[src/rtl/instr_fetch_ifid_if.sv]
// Instruction-fetch bundle: fetch control, instruction-memory bus and IF/ID outputs.
// The slave modport is the fetch stage. The master modport is its environment:
// the hazard/branch unit, instruction memory and decoder.
//   stall_i, branch_taken_i, branch_target_i : fetch control into the stage
//   imem_addr_o / imem_data_i                : combinational-read instruction memory
//   pc_o, instr_o, instr_op_o, pc_plus4_o    : fetch PC and IF/ID register contents
//   valid_o, halted_o                        : IF/ID occupancy and halt status
interface instr_fetch_ifid_if #(
   parameter int unsigned PC_WIDTH = 32
);
   logic                stall_i;
   logic                branch_taken_i;
   logic [PC_WIDTH-1:0] branch_target_i;
   logic [PC_WIDTH-1:0] imem_addr_o;
   logic [31:0]         imem_data_i;
   logic [PC_WIDTH-1:0] pc_o;
   logic [31:0]         instr_o;
   logic [5:0]          instr_op_o;
   logic [PC_WIDTH-1:0] pc_plus4_o;
   logic                valid_o;
   logic                halted_o;

   modport slave (
      input  stall_i, branch_taken_i, branch_target_i, imem_data_i,
      output imem_addr_o, pc_o, instr_o, instr_op_o, pc_plus4_o, valid_o, halted_o
   );

   modport master (
      output stall_i, branch_taken_i, branch_target_i, imem_data_i,
      input  imem_addr_o, pc_o, instr_o, instr_op_o, pc_plus4_o, valid_o, halted_o
   );
endinterface

[src/rtl/instr_fetch_ifid.sv]
// Instruction-fetch stage: program counter, next-PC selection and the IF/ID register.
// Ports:
//   clk_i : clock, all state updates on the rising edge
//   rst_i : asynchronous active-low reset
//   bus   : instr_fetch_ifid_if.slave (fetch control in, imem bus, IF/ID outputs)
// After reset one BOOT edge passes with no capture. In RUN each edge either redirects
// (branch), holds (stall), captures the word at pc_o, or stops on HALT_OP. In HALTED
// only a branch restarts fetch. Every output comes straight from a register.
module instr_fetch_ifid #(
   parameter int unsigned         PC_WIDTH = 32,
   parameter logic [PC_WIDTH-1:0] RESET_PC = '0,
   parameter logic [5:0]          HALT_OP  = 6'b111111
) (
   input logic                clk_i,
   input logic                rst_i,
   instr_fetch_ifid_if.slave  bus
);

   typedef enum logic [1:0] {StBoot, StRun, StHalted} state_e;

   state_e              state_q, state_d;
   logic [PC_WIDTH-1:0] pc_q, pc_d;
   logic [31:0]         instr_q, instr_d;
   logic [PC_WIDTH-1:0] pc_plus4_q, pc_plus4_d;
   logic                valid_q, valid_d;
   logic                halted_q, halted_d;

   logic [PC_WIDTH-1:0] pc_inc;
   logic [PC_WIDTH-1:0] redirect_pc;

   // Wraps modulo 2^PC_WIDTH by construction.
   assign pc_inc      = pc_q + PC_WIDTH'(4);
   assign redirect_pc = {bus.branch_target_i[PC_WIDTH-1:2], 2'b00};

   always_comb begin
      state_d    = state_q;
      pc_d       = pc_q;
      instr_d    = instr_q;
      pc_plus4_d = pc_plus4_q;
      valid_d    = valid_q;
      halted_d   = halted_q;

      unique case (state_q)
         StBoot: begin
            state_d = StRun;
         end

         StRun: begin
            if (bus.branch_taken_i) begin
               // Branch beats stall; the word being fetched is squashed.
               pc_d       = redirect_pc;
               instr_d    = '0;
               pc_plus4_d = '0;
               valid_d    = 1'b0;
            end else if (bus.stall_i) begin
               // Hold everything.
            end else if (bus.imem_data_i[31:26] == HALT_OP) begin
               // Halt word is never presented as valid; PC stays on it.
               instr_d    = '0;
               pc_plus4_d = '0;
               valid_d    = 1'b0;
               halted_d   = 1'b1;
               state_d    = StHalted;
            end else begin
               pc_d       = pc_inc;
               instr_d    = bus.imem_data_i;
               pc_plus4_d = pc_inc;
               valid_d    = 1'b1;
            end
         end

         StHalted: begin
            if (bus.branch_taken_i) begin
               pc_d       = redirect_pc;
               instr_d    = '0;
               pc_plus4_d = '0;
               valid_d    = 1'b0;
               halted_d   = 1'b0;
               state_d    = StRun;
            end
         end

         default: begin
            state_d = StBoot;
         end
      endcase
   end

   always_ff @(posedge clk_i or negedge rst_i) begin
      if (!rst_i) begin
         state_q    <= StBoot;
         pc_q       <= RESET_PC;
         instr_q    <= '0;
         pc_plus4_q <= '0;
         valid_q    <= 1'b0;
         halted_q   <= 1'b0;
      end else begin
         state_q    <= state_d;
         pc_q       <= pc_d;
         instr_q    <= instr_d;
         pc_plus4_q <= pc_plus4_d;
         valid_q    <= valid_d;
         halted_q   <= halted_d;
      end
   end

   assign bus.imem_addr_o = pc_q;
   assign bus.pc_o        = pc_q;
   assign bus.instr_o     = instr_q;
   assign bus.instr_op_o  = instr_q[31:26];
   assign bus.pc_plus4_o  = pc_plus4_q;
   assign bus.valid_o     = valid_q;
   assign bus.halted_o    = halted_q;

endmodule

[src/flat_wrapper.sv]
// flat-port wrapper written by rule: the top's interface ports become plain ports
module instr_fetch_ifid_flat 
#(
   parameter int unsigned         PC_WIDTH = 32,
   parameter logic [PC_WIDTH-1:0] RESET_PC = '0,
   parameter logic [5:0]          HALT_OP  = 6'b111111
)
  (clk_i, rst_i, bus_stall_i, bus_branch_taken_i, bus_branch_target_i, bus_imem_data_i, bus_imem_addr_o, bus_pc_o, bus_instr_o, bus_instr_op_o, bus_pc_plus4_o, bus_valid_o, bus_halted_o);
  instr_fetch_ifid_if #(.PC_WIDTH(PC_WIDTH)) bus_i ();
  input logic clk_i;
  input logic rst_i;
  input wire logic [$bits(bus_i.stall_i)-1:0] bus_stall_i;
  input wire logic [$bits(bus_i.branch_taken_i)-1:0] bus_branch_taken_i;
  input wire logic [$bits(bus_i.branch_target_i)-1:0] bus_branch_target_i;
  input wire logic [$bits(bus_i.imem_data_i)-1:0] bus_imem_data_i;
  output wire logic [$bits(bus_i.imem_addr_o)-1:0] bus_imem_addr_o;
  output wire logic [$bits(bus_i.pc_o)-1:0] bus_pc_o;
  output wire logic [$bits(bus_i.instr_o)-1:0] bus_instr_o;
  output wire logic [$bits(bus_i.instr_op_o)-1:0] bus_instr_op_o;
  output wire logic [$bits(bus_i.pc_plus4_o)-1:0] bus_pc_plus4_o;
  output wire logic [$bits(bus_i.valid_o)-1:0] bus_valid_o;
  output wire logic [$bits(bus_i.halted_o)-1:0] bus_halted_o;
  assign bus_i.stall_i = bus_stall_i;
  assign bus_i.branch_taken_i = bus_branch_taken_i;
  assign bus_i.branch_target_i = bus_branch_target_i;
  assign bus_i.imem_data_i = bus_imem_data_i;
  assign bus_imem_addr_o = bus_i.imem_addr_o;
  assign bus_pc_o = bus_i.pc_o;
  assign bus_instr_o = bus_i.instr_o;
  assign bus_instr_op_o = bus_i.instr_op_o;
  assign bus_pc_plus4_o = bus_i.pc_plus4_o;
  assign bus_valid_o = bus_i.valid_o;
  assign bus_halted_o = bus_i.halted_o;
  instr_fetch_ifid #(.PC_WIDTH(PC_WIDTH), .RESET_PC(RESET_PC), .HALT_OP(HALT_OP)) u_core (.clk_i(clk_i), .rst_i(rst_i), .bus(bus_i));
endmodule
[config.mk]
export PLATFORM = sky130hd
export DESIGN_NAME = instr_fetch_ifid_flat
export DESIGN_NICKNAME = d
export VERILOG_FILES = /design/src/rtl/instr_fetch_ifid_if.sv /design/src/rtl/instr_fetch_ifid.sv /design/src/flat_wrapper.sv
export SDC_FILE = /design/constraint.sdc
export NUM_CORES = 1
export LEC_CHECK = 0
export CAP_MARGIN = 10
export CORE_MARGIN = 2
export CORE_UTILIZATION = 48
export CTS_BUF_LIST = sky130_fd_sc_hd__clkbuf_2 sky130_fd_sc_hd__clkbuf_4 sky130_fd_sc_hd__clkbuf_8
export CTS_CLUSTER_DIAMETER = 200
export DETAILED_ROUTE_END_ITERATION = 7
export PLACE_DENSITY_LB_ADDON = 0.08
export SYNTH_ARGS = -nofsm -noshare
export SYNTH_HDL_FRONTEND = slang
export SYNTH_SLANG_ARGS = --single-unit
[constraint.sdc]
create_clock -name clk_i -period 4.07 [get_ports clk_i]
set_input_delay 0.814 -clock clk_i [delete_from_list [all_inputs] [get_ports clk_i]]
set_output_delay 0.814 -clock clk_i [all_outputs]
set_load 0.005 [all_outputs]
==> qor.tcl <==
set qor(die_h_um) 106
set qor(leakagePower_nw) 2.85
set qor(criticalPathCategory) {in -> reg}
set qor(layout-area-overhead-vs-synth_pct) 38.6
set qor(setup_repair_after_global_routing_missed_its_margin) {no}
set qor(status) {complete, no violations}
set qor(fillerInstances) 820
set qor(cts.reportedPaths.clkPinSlew_ns) 0.09
set qor(power_per_cell_area_nw_per_um2) 362
set qor(synth-warning-count) 0
set qor(place_ws_ns) 0.838
set qor(yosys_most_used_dff) {sky130_fd_sc_hd__dfrtp_1}
set qor(fin_tns_setup_ns) 0
set qor(finalSetupViolations) 0
set qor(timing.critical_path.fanout_max) 19
set qor(synth_cells) 513
set qor(most_frequent_cell_after_synthesis) {sky130_fd_sc_hd__dfrtp_1}
set qor(cts_tree) {done}
set qor(drt_iter0_markers) 278
set qor(clock_latency_on_the_worst_skew_pair_ns) 0.37
set qor(number_of_enable_type_register_cells_in_the_synthesized_netlist) 0
set qor(num_antenna_cells) 0
set qor(number_of_synthesized_register_bits) 97
set qor(crit_path_cell_trace) {clkdlybuf4s50_1 > nor4_1 > or2_1 > buf_4 > a21oi_1 > o22a_1}
set qor(drt_pass1_iterations) 4
set qor(synth_top_cells_by_count) {97 x sky130_fd_sc_hd__dfrtp_1, 57 x sky130_fd_sc_hd__nand2_1, 41 x sky130_fd_sc_hd__buf_4}
set qor(overall_fraction_of_global_route_tracks_in_use) 0.251
set qor(cts_bufs_inserted) 9
set qor(count_of_input_and_output_buffers) 197
set qor(cts.root.buffer_cell) {sky130_fd_sc_hd__clkbuf_8}
set qor(vias_per_cell) 5.58
set qor(drt.antenna.violating_nets) 0
set qor(vdd_ir_drop_max_mv) 0.233
set qor(post_layout_min_period_ns) 2.84
set qor(setup.worst_path.end_class) {register}
set qor(timing.final.max_slew_violations) 0
set qor(core_area_um2) 10200
set qor(hold_ws_ns) 0.485
set qor(wirelength_um) 14000
set qor(grt_pass1_wl_um) 22600
set qor(finClkSkew_ns) 0.00814
set qor(postCtsSetupBuffers) 0
set qor(critical-path-max-stage-delay_ns) 0.62
set qor(grt.overflow.total) 0
set qor(grt_pass1_vias) 4345
set qor(synth_cell_types) 52
set qor(finish.net_count) 720
set qor(dp_hpwl_um) 9820
set qor(post-synth-top-area-cell) {sky130_fd_sc_hd__dfrtp_1}
set qor(synth_top_area_share) 0.482
set qor(floorplan.rows) 37
set qor(via_count) 4418
set qor(timing.final.crit_share) 0.697
set qor(post_drt_wl_per_cell_um) 17.7
set qor(synthesis.area_um2) 5030
set qor(critical_path_required_ns) 4.33
set qor(synth-async-reset-ratio) 1.00
set qor(routabilityCongestion) 0.853
set qor(worst_path_max_delay_cell) {sky130_fd_sc_hd__clkdlybuf4s50_1}
set qor(htreeDepth) 3
set qor(max_slew_margin) 0.265
set qor(hold_viol) 0
set qor(chipWidth_um) 106
set qor(hold_buffers) 0
set qor(die_outline_area_um2) 11300
set qor(layout-drive-gt1-share) 0.0625
set qor(fin_ws_ns) 1.23
set qor(maximum_number_of_pins_on_one_net_before_global_route_repair) 77
set qor(drc_errors) 0
set qor(arrival_ns) 3.10
set qor(timing.critical_path.from_type) {primary input}
set qor(synth.avg_cell_area_um2) 9.81
set qor(max_cap_viol_count) 0
set qor(post-route-util) 0.682
set qor(register_area_share_after_synthesis) 0.482
set qor(synth_area_leaders) {sky130_fd_sc_hd__dfrtp_1 48%, sky130_fd_sc_hd__a22o_1 6.3%, sky130_fd_sc_hd__buf_4 6.1%}
set qor(worstHoldPathType) {reg -> reg}
set qor(clock_path_buffers) 2
set qor(stdcell_count) 792
set qor(io_pins) 204
set qor(cts.sinks) 97
set qor(post_cts_resize_count) 0
set qor(fmax_mhz) 353
set qor(grt_antenna_before_repair) 0
set qor(tightestPinTransition_ns) 1.10
set qor(floorplan.initialDensity) 0.492
set qor(placed_cells_incl_taps) 776
-- flip-flops by register name, indices dropped and copies added, names as in the netlist --
signal	count
u_core.state_q	2
u_core.bus.valid_o	1
u_core.bus.instr_o	32
u_core.bus.imem_addr_o	30
u_core.bus.pc_plus4_o	31
u_core.bus.halted_o	1
-- where the power goes --
part	total, mW	leakage [nW]	switching [mW]	internal (mW)
sequential	1.18	1.22	0.127	1.05
clock	0.716	0.104	0.364	0.352
combinational	0.630	1.53	0.243	0.386
total	2.52	2.85	0.734	1.79
-- metrics by stage --
| step | instance area [um2] | power (mW) |
|---|---|---|
| 3_5_place_dp | 6750 | 1.83 |
| 2_1_floorplan | 5040 | 1.48 |
| 5_1_grt | 6980 | 2.65 |
| 4_1_cts | 6980 | 2.54 |
| 3_3_place_gp | 6750 | 1.81 |
| 6_report | 6980 | 2.52 |
-- layout by cell type (no fill, tap or decap), types with 4 or more instances in the layout --
master,n
sky130_fd_sc_hd__inv_1,5
sky130_fd_sc_hd__and3_1,4
sky130_fd_sc_hd__a2bb2oi_1,14
sky130_fd_sc_hd__o21ai_0,38
sky130_fd_sc_hd__nand3_1,15
sky130_fd_sc_hd__nor2_1,25
sky130_fd_sc_hd__clkbuf_8,9
sky130_fd_sc_hd__o22ai_1,10
sky130_fd_sc_hd__a21oi_1,28
sky130_fd_sc_hd__o22a_1,4
sky130_fd_sc_hd__nand4_1,17
sky130_fd_sc_hd__xor2_1,16
sky130_fd_sc_hd__a22o_1,36
sky130_fd_sc_hd__buf_4,8
sky130_fd_sc_hd__nor3_1,4
sky130_fd_sc_hd__conb_1,4
sky130_fd_sc_hd__xnor2_1,13
sky130_fd_sc_hd__nand2_1,57
sky130_fd_sc_hd__clkdlybuf4s50_1,196
sky130_fd_sc_hd__and4_1,4
sky130_fd_sc_hd__dfrtp_1,97
sky130_fd_sc_hd__a31oi_1,5
-- per-layer routing --
metal	part of all wire	GRT usage	routed length, um
met1	0.43	0.351	6070
met2	0.48	0.397	6770
met3	0.069	0.0386	966
met4	0.013	0.0893	187
met5	0	0	0
-- worst max-delay path, delay by kind of cell --
family | cells | cell delay [ns]
AO/OA/AOI/OAI | 2 | 0.27
buffers and inverters | 2 | 0.95
AND/OR/NAND/NOR | 2 | 1.06
-- layout make-up --
cell class / count / area [um2] / share of cell area
clock inverter: 7 / 103 / 0.0147
multi-input combinational: 334 / 2110 / 0.303
clock buffer: 9 / 124 / 0.0178
inverter: 5 / 18.8 / 0.00269
sequential: 97 / 2430 / 0.348
tap: 136 / 170 / 0.0244
timing repair buffer: 204 / 2020 / 0.290
-- path summary, 6_finish.rpt --
check	from	to	slack (ns)	depth (start not counted)
setup / recovery	bus_branch_taken_i	u_core.bus.imem_addr_o[23]	1.23	6
hold / removal	u_core.bus.pc_plus4_o[25]	u_core.bus.pc_plus4_o[25]	0.49	2
setup reg to reg	u_core.bus.imem_addr_o[2]	u_core.bus.imem_addr_o[28]	1.53	6
hold reg to reg	u_core.bus.pc_plus4_o[25]	u_core.bus.pc_plus4_o[25]	0.49	2
max in group asynchronous	rst_i	u_core.bus.instr_o[20]	2.66	2
min in group asynchronous	rst_i	u_core.bus.instr_o[16]	0.58	1
-- logic make-up after synthesis --
family,share of synthesized area
AND/OR/NAND/NOR,0.151
AO/OA/AOI/OAI,0.206
multiplexers,0.00199
adder cells (fa/ha/maj),0.00249
other,0.000745
buffers and inverters,0.105
flip-flops,0.482
XOR/XNOR,0.0505
No activity file was read; power rests on OpenSTA's default activity.
